File: src/rtl/mem_access.sv
// RV64 memory stage: issues load/store requests, holds the pipeline until the bus answers,
// formats load data and registers the write-back bundle. Optional macro: MEM_MISALIGN_CHECK_EN.
module mem_access #(
  parameter int XLEN   = 64,
  parameter int STRB_W = 8
) (
  input  logic              clock,
  input  logic              reset,
  input  logic              in_valid,
  output logic              in_ready,
  input  logic [XLEN-1:0]   in_pc,
  input  logic [XLEN-1:0]   in_alu_result,
  input  logic [XLEN-1:0]   in_store_data,
  input  logic              in_mem_read,
  input  logic              in_mem_write,
  input  logic [2:0]        in_funct3,
  input  logic [4:0]        in_rd,
  input  logic              in_reg_write,
  output logic              dreq_valid,
  output logic [XLEN-1:0]   dreq_addr,
  output logic [2:0]        dreq_size,
  output logic [STRB_W-1:0] dreq_strobe,
  output logic [XLEN-1:0]   dreq_data,
  input  logic              dresp_data_ok,
  input  logic [XLEN-1:0]   dresp_data,
  output logic              out_valid,
  output logic [XLEN-1:0]   out_pc,
  output logic [4:0]        out_rd,
  output logic              out_reg_write,
  output logic [XLEN-1:0]   out_wb_data
`ifdef MEM_MISALIGN_CHECK_EN
  ,output logic             out_misalign
`endif
);

  typedef enum logic {S_IDLE, S_WAIT} state_t;

  state_t            r_state;
  logic [XLEN-1:0]   r_pc;
  logic [XLEN-1:0]   r_addr;
  logic [XLEN-1:0]   r_sdata;
  logic              r_store;
  logic [2:0]        r_funct3;
  logic [4:0]        r_rd;
  logic              r_reg_write;

  logic              w_mem_op;
  logic              w_fault;
  logic              w_accept_mem;
  logic [5:0]        w_shamt;

  function automatic logic [XLEN-1:0] load_fmt(input logic [XLEN-1:0] raw,
                                               input logic [5:0] shamt,
                                               input logic [2:0] f3);
    logic [XLEN-1:0] s;
    s = raw >> shamt;
    case (f3)
      3'b000:  load_fmt = {{(XLEN-8){s[7]}}, s[7:0]};
      3'b001:  load_fmt = {{(XLEN-16){s[15]}}, s[15:0]};
      3'b010:  load_fmt = {{(XLEN-32){s[31]}}, s[31:0]};
      3'b100:  load_fmt = {{(XLEN-8){1'b0}}, s[7:0]};
      3'b101:  load_fmt = {{(XLEN-16){1'b0}}, s[15:0]};
      3'b110:  load_fmt = {{(XLEN-32){1'b0}}, s[31:0]};
      default: load_fmt = s;
    endcase
  endfunction

  function automatic logic [STRB_W-1:0] strobe_fmt(input logic [1:0] size,
                                                   input logic [2:0] off);
    logic [STRB_W-1:0] m;
    case (size)
      2'd0:    m = STRB_W'(8'h01);
      2'd1:    m = STRB_W'(8'h03);
      2'd2:    m = STRB_W'(8'h0F);
      default: m = STRB_W'(8'hFF);
    endcase
    strobe_fmt = m << off;
  endfunction

  function automatic logic misaligned(input logic [1:0] size, input logic [2:0] off);
    case (size)
      2'd0:    misaligned = 1'b0;
      2'd1:    misaligned = off[0];
      2'd2:    misaligned = |off[1:0];
      default: misaligned = |off;
    endcase
  endfunction

  assign w_mem_op = in_mem_read | in_mem_write;
`ifdef MEM_MISALIGN_CHECK_EN
  assign w_fault = w_mem_op & misaligned(in_funct3[1:0], in_alu_result[2:0]);
`else
  assign w_fault = 1'b0;
`endif
  assign w_accept_mem = (r_state == S_IDLE) & in_valid & w_mem_op & ~w_fault;
  assign w_shamt      = {r_addr[2:0], 3'b000};

  // Request is driven straight from the latched bundle so it stays stable through WAIT.
  assign in_ready    = (r_state == S_IDLE);
  assign dreq_valid  = (r_state == S_WAIT);
  assign dreq_addr   = r_addr;
  assign dreq_size   = {1'b0, r_funct3[1:0]};
  assign dreq_strobe = r_store ? strobe_fmt(r_funct3[1:0], r_addr[2:0]) : '0;
  assign dreq_data   = r_sdata << w_shamt;

  always_ff @(posedge clock) begin
    if (w_accept_mem) begin
      r_pc        <= in_pc;
      r_addr      <= in_alu_result;
      r_sdata     <= in_store_data;
      r_store     <= in_mem_write;
      r_funct3    <= in_funct3;
      r_rd        <= in_rd;
      r_reg_write <= in_reg_write;
    end
  end

  always_ff @(posedge clock or posedge reset) begin
    if (reset) begin
      r_state       <= S_IDLE;
      out_valid     <= 1'b0;
      out_pc        <= '0;
      out_rd        <= '0;
      out_reg_write <= 1'b0;
      out_wb_data   <= '0;
`ifdef MEM_MISALIGN_CHECK_EN
      out_misalign  <= 1'b0;
`endif
    end else begin
`ifdef MEM_MISALIGN_CHECK_EN
      out_misalign <= 1'b0;
`endif
      case (r_state)
        S_IDLE: begin
          if (in_valid && (!w_mem_op || w_fault)) begin
            out_valid     <= 1'b1;
            out_pc        <= in_pc;
            out_rd        <= in_rd;
            out_reg_write <= in_reg_write & ~w_fault;
            out_wb_data   <= in_alu_result;
`ifdef MEM_MISALIGN_CHECK_EN
            out_misalign  <= w_fault;
`endif
          end else begin
            out_valid <= 1'b0;
            if (in_valid) r_state <= S_WAIT;
          end
        end
        default: begin
          if (dresp_data_ok) begin
            r_state       <= S_IDLE;
            out_valid     <= 1'b1;
            out_pc        <= r_pc;
            out_rd        <= r_rd;
            out_reg_write <= r_reg_write & ~r_store;
            out_wb_data   <= r_store ? r_addr : load_fmt(dresp_data, w_shamt, r_funct3);
          end else begin
            out_valid <= 1'b0;
          end
        end
      endcase
    end
  end

endmodule

File: config.mk
export PLATFORM = sky130hd
export DESIGN_NAME = mem_access
export DESIGN_NICKNAME = d
export VERILOG_FILES = /design/src/rtl/mem_access.sv
export SDC_FILE = /design/constraint.sdc
export NUM_CORES = 1
export LEC_CHECK = 0
export ABC_AREA = 1
export CORE_ASPECT_RATIO = 0.6
export CORE_MARGIN = 3
export CORE_UTILIZATION = 47
export CTS_CLUSTER_DIAMETER = 100
export DETAILED_ROUTE_END_ITERATION = 10
export PLACE_DENSITY_LB_ADDON = 0.05
export SLEW_MARGIN = 10
export SYNTH_ARGS = -nofsm -noshare
export SYNTH_HDL_FRONTEND = slang
export SYNTH_SLANG_ARGS = --single-unit
File: constraint.sdc
create_clock -name clock -period 14.6 [get_ports clock]
set_input_delay 3.65 -clock clock [delete_from_list [all_inputs] [get_ports clock]]
set_output_delay 3.65 -clock clock [all_outputs]
set_load 0.03 [all_outputs]
==> results.cfg, run 1 <==
[critical_path]
crit_chain = buf_4 -> buf_4 -> nand2_1 -> o21ai_0 -> nand2_1 -> o21ai_0 -> clkdlybuf4s50_1
crit_slowest_cell = buf_4
crit_type = reg -> out
cp_top_family = buffers and inverters
cp-end-kind = output port
startpoint_type = flip-flop
critPathMaxStageDelay_ns = 0.77
required_ns = 10.95
crit_fanout = 70
arrival_ns = 3.77
crit_buf_inv = 3

[clocking]
path_clk_slew_ns = 0.07
cts_htree_levels = 2
post_cts_resize_count = 0
cts_tree = built
cts.sinks = 338
cts_buffer_depth = 3
ctsHoldBuffers = 0
insertion_delay_ns = 0.54
post-cts-setup-buffer-count = 0
numCtsBuffers = 34
root_buffer = clkbuf_16

[timing]
final.period_utilization = 0.509
skew_ns = 0.0189
rsz0062_at_grt = no
worst_slack_ns = 7.18
maxSlewViolCount = 0
slew_headroom = 0.247
final_hold_viol_count = 0
hold_slack_ns = 0.495
max_freq_mhz = 135
tightestPinTransition_ns = 1.13
finalSetupViolCount = 0
min_period_ns = 7.42
setup_tns_ns = 0

[synthesis]
synth_nets = 2255
yosysSeqAreaShare = 0.560
synth_top_cell_by_area = edfxtp_1
async_reset_ff_frac = 0.402
syn_area_mm2 = 0.0169
synth_ff_type = edfxtp_1
synth_edf_count = 202
ys_ff_latch = 338
ys_warn_count = 0
netlist_top_cells_area = edfxtp_1, dfrtp_1, nand2_1
synthTopCellsByCount = nand2_1, nor2_1, edfxtp_1
synth_cell_types = 32
avgSynthCellArea_um2 = 8.52
yosysMostFrequentCell = nand2_1
synthCells = 1984
synth_top_area_share = 0.359

[pwr]
p_leak_nw = 9.44
power_density_mw_per_mm2 = 142
power_switching_mw = 1.19
power.internal_mw = 2.17
power_mw = 3.36
switching_share = 0.355
p_comb_frac = 0.342
ir_drop_v = 0.0000986
seq_power_share = 0.378
clkPwrFrac = 0.279

[detailed_routing]
drt_first_pass_iters = 6
wl_per_cell_um = 22.2
drc = 0
wl_um = 65100
drt_iter0_markers = 1760
antenna_left = 0
vias = 16600
vias_per_cell = 5.64

[cells_and_area]
area_growth_pct = 39.4
drive_gt1_frac = 0.0378
fin_area_mm2 = 0.0236
nFillCells = 2873
post-route-util = 0.669
num-nets-final = 2704
instances_no_fill = 2936

[job]
max-cap-violations = 0

[global_route]
grt_pass1_wl_um = 97400
antenna_found_initial = 11
overflow = 0
grt_pass1_vias = 15700
grt_use_total = 0.329
grt_max_degree = 123

[die]
num_rows = 53
initial_utilization = 0.480
die_y_um = 153
design.portCount = 547
core_mm2 = 0.0352
dieArea_mm2 = 0.0384
floorplan.die.width_um = 251

[place]
place_congestion = 0.934
placed_area_mm2 = 0.0224
place_ws_ns = 7.87
dpl.cell_count = 2864
dp.final_hpwl_um = 46000
portBuffers = 545

[worst_hold_path]
hold_path.class = reg -> reg

[run_status]
status = completed
-- kinds of logic (layout without fill, tap and decap cells) --
family / count (synthesis) / after routing / share of synthesized area
flip-flops: 338 / 338 / 0.560
buffers and inverters: 201 / 676 / 0.0568
AO/OA/AOI/OAI: 352 / 352 / 0.113
multiplexers: 25 / 25 / 0.0148
AND/OR/NAND/NOR: 1067 / 1067 / 0.255
other: 1 / 11 / 0.000222
-- routing by layer --
metal	GRT usage	vias to the layer above	wire length [um]
li1	-	7638	-
met1	0.447	7930	26900
met2	0.515	847	29800
met3	0.0867	133	6110
met4	0.113	6	2270
met5	0	-	47
-- path summary, 6_finish.rpt --
kind / to / cells past startpoint / slack [ns] / startpoint
max in group asynchronous: out_wb_data[20] / 3 / 9.58 / reset
min in group asynchronous: out_pc[44] / 2 / 3.64 / reset
hold / removal: out_wb_data[7] / 2 / 0.49 / out_wb_data[7]
setup reg to reg: out_wb_data[28] / 11 / 10.92 / dreq_addr[1]
hold reg to reg: out_wb_data[7] / 2 / 0.49 / out_wb_data[7]
setup / recovery: dreq_data[40] / 7 / 7.18 / dreq_addr[0]
-- flip-flops by register name (all words and copies together) (netlist names) --
name and count:
out_wb_data 64, r_reg_write 1, out_valid 1, dreq_valid 1, r_rd 5, r_funct3 3
out_reg_write 1, r_sdata 64, r_store 1, dreq_addr 64, out_rd 5, r_pc 64
out_pc 64
-- area by class of cell --
class	count	area, um2	share of cell area
repair buffers	564	5610	0.238
well taps	467	584	0.0248
clock inverters	15	225	0.00956
multi-input cells	1445	6500	0.276
clock buffers	47	950	0.0403
flip-flops and latches	338	9470	0.402
inverters	50	200	0.00849
diodes	10	25.0	0.00106
-- tightest hold or removal path, stage by stage (launching register included) --
cell and delay [ns]:
dfrtp_1 0.35, nand2_1 0.05, o21ai_0 0.06
-- cell usage in the layout (no fill, tap or decap), drive strengths merged --
master,synthesis,routed
o21ai,99,99
nand3,142,142
inv,50,51
o2111ai,1,1
clkbuf,66,47
a211oi,1,1
clkinv,0,9
diode,0,10
clkdlybuf4s50,0,545
nand2,592,592
a31oi,79,79
buf,85,19
o211ai,15,15
a22oi,2,2
conb,1,1
mux2i,25,25
nand4,34,34
a21oi,154,154
nor2,298,298
bufinv,0,5
dfrtp,136,136
nor3,1,1
edfxtp,202,202
o22ai,1,1
-- power by group through the flow --
stage	Sequential (mW)	Clock, mW	Combinational [mW]
detailed placement	1.28	0	1.14
CTS	1.27	0.947	1.15
global placement	1.28	0	1.13
floorplan	1.54	0	0.375
finish	1.27	0.937	1.15
global route	1.29	0.982	1.22
No activity file was read; power rests on OpenSTA's default activity.
==> run 2: changes to the inputs <==
- CORE_UTILIZATION: 47 -> 42
- clock period: 14.6 -> 6.4 ns (I/O delays scaled with it)
==> run 2 against run 1 <==
- clock power rose by 130%
- die area rose by 12%
- cell area rose by 0.73%
- via count fell by 1.8%
- sequential share of layout area fell by 0.29 points
- clock-buffer cell count fell by 1
- critical path depth fell by 2
- power rose by 130%
- combinational power rose by 130%
- register-to-register slack got worse by 8.3 ns
- global-route usage fell by 2.7 points
==> results.cfg, run 2 (synthesized netlist as in run 1, its figures left out) <==
[clocking]
cts.sinks = 338
post_cts_resize_count = 0
root_buffer = clkbuf_16
cts_tree = built
insertion_delay_ns = 0.54
path_clk_slew_ns = 0.06
post-cts-setup-buffer-count = 0
ctsHoldBuffers = 0
cts_htree_levels = 2
numCtsBuffers = 35
cts_buffer_depth = 3

[critical_path]
crit_slowest_cell = nor2_2
startpoint_type = flip-flop
r2r_setup_slack_ns = 2.66
crit_fanout = 65
crit_type = reg -> out
reg2regPathDepth = 11
critPathMaxStageDelay_ns = 0.90
arrival_ns = 3.63
r2r_start = dreq_addr[1]
required_ns = 4.80
cp-end-kind = output port
crit_chain = clkinv_2 -> nor2_2 -> a22oi_1 -> o21ai_0 -> clkdlybuf4s50_1
r2r_end = out_wb_data[28]

[timing]
max_freq_mhz = 191
maxSlewViolCount = 0
setup_tns_ns = 0
rsz0062_at_grt = no
finalSetupViolCount = 0
slew_headroom = 0.221
final.period_utilization = 0.817
min_period_ns = 5.23
worst_slack_ns = 1.17
final_hold_viol_count = 0
skew_ns = 0.0149
tightestPinTransition_ns = 1.16

[run_status]
status = completed

[die]
dieArea_mm2 = 0.0428
num_rows = 56
floorplan.die.width_um = 265
core_mm2 = 0.0394
die_y_um = 161
initial_utilization = 0.429
design.portCount = 547

[place]
place_ws_ns = 1.75
place_congestion = 0.945
dp.final_hpwl_um = 47300
portBuffers = 545

[cells_and_area]
area_growth_pct = 40.4
final_common_cell = nand2_1
num-nets-final = 2705
drive_gt1_frac = 0.0398
nFillCells = 3469
final_cell_mix = nand2_1, clkdlybuf4s50_1, nor2_1

[detailed_routing]
drt_iter0_markers = 1805
wl_per_cell_um = 22.0
drt_first_pass_iters = 6
drc = 0
antenna_left = 0
vias = 16300
vias_per_cell = 5.42
wl_um = 66200

[pwr]
ir_drop_v = 0.000261
power_density_mw_per_mm2 = 325
p_leak_nw = 9.47

[worst_hold_path]
whs_endpoint = out_wb_data[5]
hp-start = out_wb_data[5]
hold_depth = 2
hold_path.class = reg -> reg

[global_route]
overflow = 0
antenna_found_initial = 23
grt_use_total = 0.302
grt_pass1_wl_um = 98400
grt_max_degree = 206
grt_pass1_vias = 15600

[job]
max-cap-violations = 0
-- run 2: final cells by class --
cell class	count	area, um2	area share
Antenna cell	18	45.0	0.00190
Tap cell	522	653	0.0275
Multi-Input combinational cell	1445	6500	0.274
Sequential cell	338	9470	0.399
Clock buffer	46	967	0.0407
Inverter	50	200	0.00843
Timing Repair Buffer	564	5640	0.237
Clock inverter	18	265	0.0112
-- run 2: worst max path at each step --
| stage | from | end | slack (ns) | depth (start not counted) |
|---|---|---|---|---|
| final | dreq_addr[1] | dreq_data[54] | 1.17 | 5 |
| after global routing | dreq_addr[1] | dreq_data[54] | 0.86 | 5 |
| after CTS | dreq_addr[1] | dreq_data[54] | 1.15 | 5 |
| after detailed placement | dreq_addr[1] | dreq_data[54] | 1.75 | 5 |
| after global placement | dreq_addr[1] | dreq_data[53] | 1.77 | 5 |
| after floorplan | reset | dreq_valid | 1.16 | 1 |
-- run 2: stage by stage --
stage               instance area (um2)  cells   util  hold WS, ns  power (mW)
finish                            23700   3001  0.603        0.494        7.71
global route                      23700   3001  0.603        0.536        8.06
CTS                               23700   2983  0.602        0.501        7.76
detailed placement                22500   2919  0.570        0.470        5.55
global placement                  22500   2919  0.570        0.467        5.52
floorplan                         16900   1984      -        0.506        4.35
-- run 2: metal layers --
layer | up-vias | share of wire | track usage
met5 | - | 0.00094 | 0
met4 | 10 | 0.034 | 0.118
met3 | 116 | 0.083 | 0.0856
met2 | 697 | 0.46 | 0.462
met1 | 7780 | 0.42 | 0.408
li1 | 7659 | - | -
-- run 2: power by group --
group / leakage, nW / internal (mW) / switching (mW)
combinational: 5.46 / 0.999 / 1.63
sequential: 3.41 / 2.69 / 0.197
clock: 0.602 / 1.29 / 0.903
total: 9.47 / 4.98 / 2.73
-- run 2: critical path, delay by kind of cell, from the launching register on --
kind | cells | cell delay, ns
buf+inv | 2 | 1.38
compound gates | 2 | 0.43
flops | 1 | 0.36
simple gates | 1 | 0.90
